`src/rtl/reg_dump_pkg.sv`:
```
// Shared definitions for the register dump engine: state encoding and word/bit sizing.
// The checksum states are only reachable when REG_DUMP_CKSUM_EN is defined.
package reg_dump_pkg;

    localparam int unsigned WORD_W    = 32;
    localparam int unsigned BIT_COUNT = 32;
    localparam int unsigned BIT_CNT_W = $clog2(BIT_COUNT);

    typedef enum logic [2:0] {
        ST_IDLE,
        ST_LOAD,
        ST_SHIFT,
        ST_DONE,
        ST_CKLOAD,
        ST_CKSHIFT
    } state_t;

endpackage

```
`src/rtl/reg_dump_bit_timer.sv`:
```
// Divide-by-CLK_DIV bit timer: stb marks the first cycle of a serial bit, bit_end its last.
// Held at zero whenever en is low so every word starts on a fresh bit boundary.
module bit_timer #(
    parameter int unsigned CLK_DIV = 4
) (
    input  logic clk,
    input  logic rst_n,
    input  logic en,
    output logic stb,
    output logic bit_end
);

    localparam int unsigned      DIV_W    = (CLK_DIV > 1) ? $clog2(CLK_DIV) : 1;
    localparam logic [DIV_W-1:0] DIV_LAST = DIV_W'(CLK_DIV - 1);

    logic [DIV_W-1:0] div_q;
    logic [DIV_W-1:0] div_d;

    always_comb begin
        div_d = '0;
        if (en && (div_q != DIV_LAST)) begin
            div_d = div_q + 1'b1;
        end
    end

    always_ff @(posedge clk or negedge rst_n) begin
        if (!rst_n) begin
            div_q <= '0;
        end else begin
            div_q <= div_d;
        end
    end

    assign stb     = en && (div_q == '0);
    assign bit_end = en && (div_q == DIV_LAST);

endmodule

```
`src/rtl/reg_dump.sv`:
```
// Serial register-file dump engine: loads each word through the read port and shifts it out MSB first.
// Optional trailing XOR checksum word when REG_DUMP_CKSUM_EN is defined.
module reg_dump
    import reg_dump_pkg::*;
#(
    parameter int unsigned REG_COUNT = 16,
    parameter int unsigned CLK_DIV   = 4
) (
    input  logic              clk,
    input  logic              rst_n,
    input  logic              start,
    input  logic              abort,
    output logic [3:0]        r_sel,
    input  logic [WORD_W-1:0] r_value,
    output logic              sdo,
    output logic              sdo_valid,
    output logic              sdo_stb,
    output logic              busy,
    output logic              done
);

    localparam logic [3:0]           LAST_IDX = 4'(REG_COUNT - 1);
    localparam logic [BIT_CNT_W-1:0] LAST_BIT = BIT_CNT_W'(BIT_COUNT - 1);

    state_t                 state_q, state_d;
    logic [3:0]             idx_q, idx_d;
    logic [WORD_W-1:0]      shift_q, shift_d;
    logic [BIT_CNT_W-1:0]   bit_q, bit_d;
    logic                   shifting;
    logic                   bit_end;
`ifdef REG_DUMP_CKSUM_EN
    logic [WORD_W-1:0]      cksum_q, cksum_d;
`endif

    assign shifting = (state_q == ST_SHIFT) || (state_q == ST_CKSHIFT);

    bit_timer #(
        .CLK_DIV(CLK_DIV)
    ) u_bit_timer (
        .clk    (clk),
        .rst_n  (rst_n),
        .en     (shifting),
        .stb    (sdo_stb),
        .bit_end(bit_end)
    );

    always_comb begin
        state_d = state_q;
        idx_d   = idx_q;
        shift_d = shift_q;
        bit_d   = bit_q;
`ifdef REG_DUMP_CKSUM_EN
        cksum_d = cksum_q;
`endif
        // abort outranks every transition, including start in IDLE
        if (abort && (state_q != ST_IDLE)) begin
            state_d = ST_IDLE;
            idx_d   = '0;
        end else begin
            case (state_q)
                ST_IDLE: begin
                    if (start && !abort) begin
                        state_d = ST_LOAD;
                        idx_d   = '0;
`ifdef REG_DUMP_CKSUM_EN
                        cksum_d = '0;
`endif
                    end
                end
                ST_LOAD: begin
                    shift_d = r_value;
                    bit_d   = '0;
                    state_d = ST_SHIFT;
`ifdef REG_DUMP_CKSUM_EN
                    cksum_d = cksum_q ^ r_value;
`endif
                end
                ST_SHIFT, ST_CKSHIFT: begin
                    if (bit_end) begin
                        shift_d = {shift_q[WORD_W-2:0], 1'b0};
                        bit_d   = bit_q + 1'b1;
                        if (bit_q == LAST_BIT) begin
                            if ((state_q == ST_SHIFT) && (idx_q != LAST_IDX)) begin
                                idx_d   = idx_q + 1'b1;
                                state_d = ST_LOAD;
                            end
`ifdef REG_DUMP_CKSUM_EN
                            else if (state_q == ST_SHIFT) begin
                                state_d = ST_CKLOAD;
                            end
`endif
                            else begin
                                state_d = ST_DONE;
                            end
                        end
                    end
                end
`ifdef REG_DUMP_CKSUM_EN
                ST_CKLOAD: begin
                    shift_d = cksum_q;
                    bit_d   = '0;
                    state_d = ST_CKSHIFT;
                end
`endif
                ST_DONE: begin
                    state_d = ST_IDLE;
                    idx_d   = '0;
                end
                default: begin
                    state_d = ST_IDLE;
                    idx_d   = '0;
                end
            endcase
        end
    end

    always_ff @(posedge clk or negedge rst_n) begin
        if (!rst_n) begin
            state_q <= ST_IDLE;
            idx_q   <= '0;
            shift_q <= '0;
            bit_q   <= '0;
`ifdef REG_DUMP_CKSUM_EN
            cksum_q <= '0;
`endif
        end else begin
            state_q <= state_d;
            idx_q   <= idx_d;
            shift_q <= shift_d;
            bit_q   <= bit_d;
`ifdef REG_DUMP_CKSUM_EN
            cksum_q <= cksum_d;
`endif
        end
    end

    assign r_sel     = idx_q;
    assign sdo_valid = shifting;
    assign sdo       = shifting && shift_q[WORD_W-1];
    assign busy      = (state_q != ST_IDLE);
    assign done      = (state_q == ST_DONE);

endmodule

```
`config.mk`:
```
export PLATFORM = sky130hd
export DESIGN_NAME = reg_dump
export DESIGN_NICKNAME = d
export VERILOG_FILES = /design/src/rtl/reg_dump_pkg.sv /design/src/rtl/reg_dump_bit_timer.sv /design/src/rtl/reg_dump.sv
export SDC_FILE = /design/constraint.sdc
export NUM_CORES = 1
export LEC_CHECK = 0
export BUFFER_PORTS_ARGS = -buffer_cell sky130_fd_sc_hd__buf_2
export CORE_ASPECT_RATIO = 0.9
export CORE_MARGIN = 10
export CORE_UTILIZATION = 54
export DETAILED_ROUTE_END_ITERATION = 16
export PLACE_DENSITY_LB_ADDON = 0.25
export SLEW_MARGIN = 20
export SYNTH_ARGS = -nofsm -noshare
export SYNTH_HDL_FRONTEND = slang
export SYNTH_SLANG_ARGS = --single-unit
export TNS_END_PERCENT = 20
```
`constraint.sdc`:
```
create_clock -name clk -period 2 [get_ports clk]
set_input_delay 0.2 -clock clk [delete_from_list [all_inputs] [get_ports clk]]
set_output_delay 0.2 -clock clk [all_outputs]
set_load 0.005 [all_outputs]
```
==> out/summary.md <==
The floorplan die width was 87.77 um; the logic depth of the worst register-to-register path was 7. STA puts the critical path data arrival time at 1.65 ns. The logs give 263 for the synthesized net count and 45 for the clock net sink count. Setup repair after global routing left no endpoint under its margin. The flow ran to the end, and the final reports show no timing, DRC or antenna violations. Clock tree synthesis inserted a total of 5 buffers.

First-pass iteration count of the detailed router: 4. The source of the worst register-to-register timing path was state_q[0]. The tools report the post-layout utilization of the core as 64.84%. The tools report the endpoint of the lowest-slack register-to-register path as r_sel[0].

The clock tree skew after final layout is 0.007576 ns. Using the TritonRoute via totals, the vias-per-cell ratio works out to 5.259. The register bit total from synthesis is 45.

The H-tree generated during clock tree synthesis spans 2 levels. Of all cell types, the one taking the most synthesized area is sky130_fd_sc_hd__dfrtp_1. The tree is rooted in a sky130_fd_sc_hd__clkbuf_8. The type of element launching the critical path is a flip-flop. Adding up every negative setup slack in the final design gives 0 ns. TritonCTS built the clock tree.

In this run the deepest clock path goes through 2 buffers. Of all nets on the critical path, the largest fanout is 22. Entering global routing, the biggest net connects 29 pins. For the number of top-level pins, the log shows 45. Sequential cells account for 42.0% of the total power. Of the total power, the share spent switching nets is 38.37%. By area the synthesized netlist is led by sky130_fd_sc_hd__dfrtp_1 (50%), sky130_fd_sc_hd__mux2i_1 (14%), sky130_fd_sc_hd__o21ai_0 (8.3%). The via count of the first global-routing pass came out at 1713. The share of final-layout standard cells stronger than drive strength 1 was 24.15%; the cell row count was 22. The worst hold-check path type is in -> reg.

In this run the power spent charging and discharging nets is 1.358 mW. The global routing stage identified its most utilized layer as met2. For the initial DRC count, the log shows 74. Synthesis produced 218 cells. The share of the yosys chip area belonging to registers was 50.45%; the count of endpoints failing setup in the final report was 0. For this configuration, the core starts out at a cell density of 55.16%.

The share of total power dissipated in the clock network is 17.3%. The count of buffers added on input and output ports is 44. The analysis attributes to cell leakage a power of 1.268 nW. The die is 81.00 um tall.

The startpoint of the most critical setup path is state_q[0]. Global routing consumed, on the met1 layer, 16.22% of the routing resources. 0 antenna diodes ended up in the layout. The DRC violation count after routing was 0; the worst slew slack as a fraction of its limit was 75.52%. Once detail routing completed, the nets flagged for antenna violations numbered 0.

For this run, the top clock speed supported by timing is 539.4 MHz. The final critical path takes up 92.69% of the cycle. Clock-pin slew reported for the worst setup and hold paths after clock tree synthesis: 0.08 ns. Element type at the critical path end: a primary output. Global routing consumed, on the met3 layer, 6.000% of the routing resources.

Averaged over all synthesized cells, the footprint is 10.24 sq um. The routed wire length is 4382 um. After synthesis the cells add up to 0.002232 sq mm. In this run the power density over the cells is 1349 mW/mm^2. The internal portion of the total power is 2.181 mW.

The number of slew-limit violations in the final report came out at 0. The proportion of synthesized flip-flops having asynchronous set or reset was 100.0%; the combinational share of power was 40.7%. After layout, the minimum clock period comes to 1.854 ns. The transition time at the pin with the least slew margin is 0.3671 ns, and the maximum vdd drop is 658.7 uV. After floorplanning, the core was sized to cover 0.004046 sq mm. Yosys mapped a number of flops with a built-in enable equal to 0. The combined global-route utilization of all metal layers was 13.23%. The die covers 0.007109 sq mm.

The data required time of the worst path was 1.80 ns. Routability-driven placement finished with a final weighted congestion of 0.7796. The total number of vias is 1646, and the number of maximum-capacitance constraint violations is 0. The final layout contains 309 nets.

Once detailed placement completed, the half-perimeter wirelength came to 3301 um. The first global-routing pass estimated 7686 um of wire. The fraction of post-synthesis cell area in the top cell type by area is 50.45%, and the number of unique standard cell types used by synthesis is 30. Among all flip-flop cells after synthesis, the most frequent one is sky130_fd_sc_hd__dfrtp_1.

Wire length per cell: 14.00 um. Post-CTS setup buffer count: 0. The kind of critical path is reg -> out. The worst setup path endpoint is sdo. The growth of design area from synthesis to finish is 17.54%, and the final number of hold-violating endpoints is 0.

The clock reaches the later pin of the worst-skew pair after 0.30 ns. The number of antenna violations at the first check in global routing was 0; the met2 global-route usage was 20.78%. sky130_fd_sc_hd__dfrtp_1 is the most common cell in the netlist.

The warning count from the yosys run was 0. In this run the register-to-register setup slack is 0.21 ns. Ranked by instance count, the synthesized netlist is headed by sky130_fd_sc_hd__dfrtp_1 (45), sky130_fd_sc_hd__nand2_1 (40), sky130_fd_sc_hd__o21ai_0 (37). Global-route congestion overflow total: 0.
## timing repair
item / CTS / global route
resized for setup: 0 / 2
hold buffers: 1 / 0
endpoints found under the hold margin: 15 / 0
endpoints found under the setup margin: 0 / 2
## power groups by stage
| stage | registers [mW] | logic [mW] | clock network (mW) |
|---|---|---|---|
| global route | 1.53 | 1.69 | 0.660 |
| CTS | 1.49 | 1.45 | 0.622 |
| floorplan | 1.45 | 1.13 | 0 |
| detailed placement | 1.50 | 1.46 | 0 |
| finish | 1.49 | 1.44 | 0.613 |
| global placement | 1.49 | 1.40 | 0 |
## critical path, stage by stage, from the launching register on
cell	delay, ns
sky130_fd_sc_hd__dfrtp_1	0.42
sky130_fd_sc_hd__inv_1	0.13
sky130_fd_sc_hd__ha_2	0.27
sky130_fd_sc_hd__buf_6	0.27
sky130_fd_sc_hd__and2_1	0.16
sky130_fd_sc_hd__buf_2	0.11
## worst min path at each step
stage	from	to	slack, ns	cells past startpoint
floorplan	rst_n	bit_q[0]	-0.1	0
global placement	rst_n	r_sel[1]	0.13	1
detailed placement	rst_n	r_sel[1]	0.13	1
CTS	r_value[0]	shift_q[0]	0.12	2
global route	r_value[0]	shift_q[0]	0.11	2
finish	r_value[0]	shift_q[0]	0.12	2
## cell usage in the layout, fill, tap and decap left out, drive strengths merged, types with 2 or more instances in the layout
cell type and instances:
dfrtp 45, nor3b 2, a22oi 2, nand3 4, inv 6, mux2i 31, buf 51, and2 2
nand2 40, o21ai 37, nand2b 4, a211o 2, a22o 3, nor2 4, and3 2, nor4 3
clkbuf 7, ha 9
## flip-flops by register name (all words and copies together), names as in the netlist
name               count
bit_q                  5
u_bit_timer.div_q      2
shift_q               32
r_sel                  4
state_q                2
## metrics by stage
step | hold slack, ns | total power [mW] | instances | setup WS [ns] | area (sq um)
floorplan | -0.09559 | 2.583 | 218 | 0.3282 | 2232
global placement | 0.1337 | 2.895 | 304 | 0.2381 | 2506
finish | 0.1214 | 3.539 | 313 | 0.1462 | 2624
CTS | 0.1171 | 3.562 | 313 | 0.04881 | 2618
detailed placement | 0.1333 | 2.957 | 304 | 0.1891 | 2506
global route | 0.1084 | 3.879 | 313 | 0.03965 | 2624
## layout make-up
cell class / instances / area [sq um]
Timing Repair Buffer: 52 / 286.5
Clock inverter: 1 / 5.005
Sequential cell: 45 / 1126
Inverter: 6 / 22.52
Multi-Input combinational cell: 154 / 1027
Tap cell: 48 / 60.06
Clock buffer: 7 / 96.34
Fill cell: 345 / 1423
## metal layers
metal | vias up | routed length, um
met3 | 4 | 298
met5 | - | 0
li1 | 849 | -
met2 | 34 | 2039
met1 | 759 | 2014
met4 | 0 | 29
## logic make-up (layout without fill, tap and decap cells)
kind of cell	after synthesis	in the layout	share of synthesized area (%)
XOR/XNOR	1	1	0.3924
AO/OA/AOI/OAI	47	47	11.83
buffers and inverters	19	66	3.756
AND/OR/NAND/NOR	65	65	14.13
flip-flops	45	45	50.45
multiplexers	32	32	14.41
adder cells (fa/ha/maj)	9	9	5.045
Note: power is estimated with default switching activity, not from simulation.
